$ cat config.mk
export PLATFORM = sky130hd
export DESIGN_NAME = ring_fifo_with_two_pointers
export DESIGN_NICKNAME = d
export VERILOG_FILES = /design/src/rtl/ring_fifo_with_two_pointers.sv
export SDC_FILE = /design/constraint.sdc
export NUM_CORES = 1
export LEC_CHECK = 0
export ABC_AREA = 1
export CAP_MARGIN = 20
export CORE_ASPECT_RATIO = 0.9
export CORE_MARGIN = 5
export CORE_UTILIZATION = 62
export CTS_CLUSTER_SIZE = 28
export DETAILED_ROUTE_END_ITERATION = 7
export GPL_TIMING_DRIVEN = 0
export PLACE_DENSITY = 0.93
export SLEW_MARGIN = 10
export SYNTH_ARGS = -nofsm -noshare
export SYNTH_HDL_FRONTEND = slang
export SYNTH_SLANG_ARGS = --single-unit
$ cat constraint.sdc
create_clock -name clk_i -period 3.2 [get_ports clk_i]
set_input_delay 0.96 -clock clk_i [delete_from_list [all_inputs] [get_ports clk_i]]
set_output_delay 0.96 -clock clk_i [all_outputs]
set_load 0.02 [all_outputs]
$ cat src/rtl/ring_fifo_with_two_pointers.sv
// Circular-buffer FIFO with independent write/read pointers, valid/ready on both ends,
// first-word fall-through output. Define RING_FIFO_COUNT_EN to expose the occupancy as count_o.
module ring_fifo_with_two_pointers #(
  parameter int WIDTH = 8,
  parameter int DEPTH = 8
) (
  input  logic             clk_i,
  input  logic             rst_i,
  input  logic             up_valid_i,
  output logic             up_ready_o,
  input  logic [WIDTH-1:0] up_data_i,
  output logic             down_valid_o,
  input  logic             down_ready_i,
  output logic [WIDTH-1:0] down_data_o
`ifdef RING_FIFO_COUNT_EN
  ,
  output logic [$clog2(DEPTH+1)-1:0] count_o
`endif
);

  localparam int PW = (DEPTH > 2) ? $clog2(DEPTH) : 1;
  localparam int CW = $clog2(DEPTH + 1);

  logic [WIDTH-1:0] mem [DEPTH];

  logic [PW-1:0] wr_ptr_q, wr_ptr_d;
  logic [PW-1:0] rd_ptr_q, rd_ptr_d;
  logic [CW-1:0] count_q, count_d;
  logic          push;
  logic          pop;

  // Handshake outputs depend on registered occupancy only, never on the peer's strobe.
  assign up_ready_o   = (count_q != CW'(DEPTH));
  assign down_valid_o = (count_q != '0);
  assign down_data_o  = mem[rd_ptr_q];

`ifdef RING_FIFO_COUNT_EN
  assign count_o = count_q;
`endif

  always_comb begin
    push     = up_valid_i && up_ready_o;
    pop      = down_valid_o && down_ready_i;
    wr_ptr_d = wr_ptr_q;
    rd_ptr_d = rd_ptr_q;
    count_d  = count_q;
    if (push) begin
      wr_ptr_d = (wr_ptr_q == PW'(DEPTH - 1)) ? '0 : wr_ptr_q + PW'(1);
    end
    if (pop) begin
      rd_ptr_d = (rd_ptr_q == PW'(DEPTH - 1)) ? '0 : rd_ptr_q + PW'(1);
    end
    case ({push, pop})
      2'b10:   count_d = count_q + CW'(1);
      2'b01:   count_d = count_q - CW'(1);
      default: count_d = count_q;
    endcase
  end

  always_ff @(posedge clk_i) begin
    if (rst_i) begin
      wr_ptr_q <= '0;
      rd_ptr_q <= '0;
      count_q  <= '0;
    end else begin
      wr_ptr_q <= wr_ptr_d;
      rd_ptr_q <= rd_ptr_d;
      count_q  <= count_d;
    end
  end

  // Storage is deliberately not reset; occupancy alone decides what is valid.
  always_ff @(posedge clk_i) begin
    if (push && !rst_i) begin
      mem[wr_ptr_q] <= up_data_i;
    end
  end

endmodule

== Word-level counts from Yosys, hierarchy flattened ==
Memory sizes are Yosys's and may differ from the RTL's. A register that Yosys moved wholly into a read port is not among the register bits.
Index checks and enable logic that the tools add are counted.
Word-level totals
  output and inout port bits: 10
  input bits: 12
  memory bits (writable): 64
  flip-flop bits (word level): 10
  memories kept: 1
  word-level logic and storage cells: 26
Operators by class
  add/sub/neg operators: 4
  equality and inequality tests: 5
  mux-type cells: 7
  reduce and logical (&&, ||, !) cells: 6
Memories
  mem: words 8, width 8, read ports 1, clocked after Yosys merged registers in 1, wr ports 1, line 24  | logic [WIDTH-1:0] mem [DEPTH];
Operators with widths (count)
  $mux W3: 4
  $pmux W4 S2: 1
  $add A3 B1 Y3 const B: 2
  $eq A3 B3 Y1 const B: 2
  $add A4 B1 Y4 const B: 1
  $ne A4 B4 Y1 const B: 1
  $reduce_bool A4 Y1: 1
  $sub A4 B1 Y4 const B: 1
  $logic_and A1 B1 Y1: 3
  $eq A2 B1 Y1 const B: 1
  $eq A2 B2 Y1 const B: 1
  $mux W1: 2
  $reduce_bool A2 Y1: 1
  $logic_not A1 Y1: 1

== Depth between registers and ports, before layout ==
  depth in word-level cells: 5
  gate-level depth with buffers: 14
  mapped depth without buffers: 14

== Worst setup path after synthesis ==
Ideal clock, no wire load.
  path type: input port to flip-flop
  start point: input port up_valid_i
  end point: register count_q[2]
  stages: 9
  path slack: 1.090 ns
  buffers on the path: 0
  required time: 3.087 ns
  setup time: 0.113 ns
  data arrival time: 1.997 ns
  path through: nand2_2 ha_1 nor2_1 nor2_2 ha_1 a21oi_1 xnor2_1 o21ai_1 inv_1
Between the ends
  cells in the longest elaborated chain, start to end: 3
  elaborated cells between the ends (all ways): 5
  classes of those cells: 2 x eq/ne; 1 x mux; 2 x reduce/logical
Ends and longest elaborated chain
  start: declaration: line 9  | input logic up_valid_i,
  $logic_and A1 B1 Y1 *: line 42  | push = up_valid_i && up_ready_o;
  $eq A2 B1 Y1 / $eq A2 B2 Y1 (equally long branches): line 53  | case ({push, pop})
  $pmux W4 S2 / $reduce_bool A2 Y1 (equally long branches)
  end signal: assignment: line 68  | count_q <= count_d;
  end: declaration: line 28  | logic [CW-1:0] count_q, count_d;
Every way passes the cells marked *; elsewhere a longest branch is shown, timed or not.
A chain may end at the register's enable or synchronous reset.

==> qor.csv <==
stage;metric;value;unit
outcome;status;completed;
timing;finalSetupViolCount;0;
final_layout;drive_above_1_share;0.1201;
timing;fmax;327.1;MHz
critical_path;cp.depth;6;
final_layout;nNetsFinal;322;
synthesis;synth_top_cells_by_count;edfxtp_1, nor2_1, nand2_1;
global_route;grt_pass1_vias;2093;
global_route;grt_pass1_wl;10190;µm
critical_path;critical_path.max_fanout;10;
synthesis;yosysMostFrequentCell;edfxtp_1;
synthesis;syn-num-nets;290;
clocking;clk_pin_slew;0.08;ns
critical_path;critPathTopFamily;buffers and inverters;
critical_path;crit_top_cell;nand2_1;
clocking;htreeDepth;3;
timing;min_period_over_period;0.9554;
route;post_drt_wl_per_cell;17.64;µm
timing;fin_skew;0.006530;ns
global_route;grtUsageTotal;0.2090;
clocking;clock_sinks;77;
power_and_ir_drop;powerDensity;811.5;nW/µm²
critical_path;reg2regPathDepth;6;
clocking;cts_tree;done;
place;portBuffers;21;
critical_path;endpoint_kind;primary output;
timing;rsz0062_at_grt;no;
clocking;clock_path_buffers;2;
synthesis;syn_area_per_cell;11.98;µm²
clocking;post-cts-setup-buffer-count;0;
power_and_ir_drop;peakVddDrop;0.0005253;V
power_and_ir_drop;leakagePower;1.361;nW
die;die_x;86.27;µm
final_layout;diodes;0;
timing;period_needed;3.057;ns
job;cap_violations;0;
synthesis;synth-edff-count;64;
final_layout;syn_to_final_growth;14.19;%
route;drc;0;
critical_path;slowest_delay;0.60;ns
synthesis;synth_area_leaders;edfxtp_1, dfxtp_1, nor2_1;
synthesis;syn_inst;271;
global_route;antenna_found_initial;0;
clocking;clk_latency;0.35;ns
timing;drv_slew;0;
final_layout;fillers;350;
route;vias_per_cell;5.824;
die;initial_core_util;0.6288;
critical_path;worstPathRequired;2.24;ns
route;ant_nets;0;
die;dieArea;6784;µm²
route;first_pass_iters;5;
timing;worst_pin_slew;0.9172;ns
synthesis;synthFlopType;edfxtp_1;
synthesis;yosysTopAreaCell;edfxtp_1;
die;pin_count;22;
critical_path;worstSetupPathType;reg -> out;
global_route;grt_max_degree;14;
global_route;grt-ovfl-total;0;
synthesis;synth_top_area_frac;0.5921;
timing;holdWs;0.5181;ns
clocking;cts_buffers;9;
die;rows;25;
synthesis;syn_area;3246;µm²
timing;setup_tns;0;ns
power_and_ir_drop;power;0.003007;W
route;dr_total_vias;2184;
critical_path;crit_path_start_kind;register;
critical_path;crit_buf_inv;2;
synthesis;yosysSeqAreaShare;0.6723;
critical_path;arrival;2.10;ns
worst_hold_path;hold_path.class;reg -> reg;
route;finalWirelength;6615;µm
timing;hold_viol;0;
synthesis;async_flop_share;0;
synthesis;synth_warnings;0;
synthesis;synth.distinct_cells;26;
place;place_congestion;0.8221;
die;core;5161;µm²
clocking;cts_root_buffer;clkbuf_8;
place;dp_hpwl;4219;µm
synthesis;ys_seq_elements;77;
critical_path;worstPathCellList;clkbuf_4 > o21ai_0 > o21ai_1 > nand2_1 > nand2_1 > clkdlybuf4s50_1;
worst_hold_path;hold_depth;2;
timing;relSlewSlack;0.3863;
route;drt_iter0_drc;208;
die;die_height;78.64;µm
critical_path;cpMaxStageDelayCell;clkdlybuf4s50_1;
==> final cells by class <==
cell class	count	area, µm²	share of cell area
Sequential cell	77	2183	0.5891
Multi-Input combinational cell	170	878.3	0.2370
Timing Repair Buffer	21	210.2	0.05672
Clock buffer	9	123.9	0.03342
Buffer	9	115.1	0.03106
Tap cell	67	83.83	0.02262
Inverter	15	70.07	0.01891
Clock inverter	7	41.29	0.01114
==> cells by family after synthesis <==
kind of cell	after synthesis	share of synthesized area
DFF	77	0.6723
adders and majority gates	7	0.02698
AOI/OAI and AO/OA	56	0.09098
xor gates and xnor gates	3	0.008097
buffers and inverters	24	0.05705
muxes	8	0.02467
and+or+nand+nor	96	0.1199
==> worst reg2reg max path: stages (launching register included) <==
cell and delay (ns):
dfxtp_1 0.43, nor2_2 0.09, nand3_2 0.08, nand2_2 0.12
nor2_2 0.12, nand2_1 0.11, nor2_1 0.71
==> placed cells by master, fill, tap and decap left out, drive strengths merged <==
cell           Yosys  layout
nand3              5       5
inv               13      14
clkinv             1       5
o21ai             41      41
buf                6       6
clkbuf             2      11
bufinv             1       1
a21oi              6       6
xor2               1       1
o211a              1       1
nand2             39      39
edfxtp            64      64
clkdlybuf4s50      0      21
xnor2              2       2
dfxtp             13      13
clkinvlp           0       2
bufbuf             1       1
mux2i              8       8
nor2              52      52
ha                 7       7
o22ai              8       8
==> stage by stage <==
step	cell area, µm²	std cells	utilization	worst slack [ns]
2_1_floorplan	3246	271	-	1.090
5_1_grt	3706	375	0.7181	0.04498
3_3_place_gp	3540	359	0.6858	0.3642
4_1_cts	3705	375	0.7178	0.1167
6_report	3706	375	0.7181	0.1427
3_5_place_dp	3540	359	0.6858	0.3154
==> flip-flops by register name, summed over array words and instances (netlist names), named ones only <==
register and count:
count_q 4, mem 64, rd_ptr_q 3, wr_ptr_q 3
==> power by group <==
part / internal (W) / switching [W] / leakage [nW] / total, W
logic: 0.000485 / 0.000647 / 0.595 / 0.00113
registers: 0.00118 / 0.0000713 / 0.686 / 0.00125
clock network: 0.000276 / 0.000353 / 0.0805 / 0.000628
total: 0.00194 / 0.00107 / 1.36 / 0.00301
==> what timing repair did <==
item                       in CTS  in global routing
gates resized for setup         0                  1
hold buffers                    0                  0
setup endpoints to repair       0                  1
==> final timing paths <==
path / startpoint / end / slack (ns)
hold reg to reg: rd_ptr_q[2] / rd_ptr_q[2] / 0.52
setup reg to reg: count_q[1] / mem[0][4] / 1.17
hold / removal: rd_ptr_q[2] / rd_ptr_q[2] / 0.52
setup / recovery: register / down_data_o[6] / 0.14
==> layer usage <==
layer	up-vias	share of wire	wire (µm)	GRT usage
met3	19	0.096	635	0.06821
met2	126	0.47	3105	0.3112
li1	1011	-	-	-
met1	1028	0.41	2691	0.2686
met5	-	0	0	0
met4	0	0.028	182	0.1199
Power figures use the tool's default switching activity.
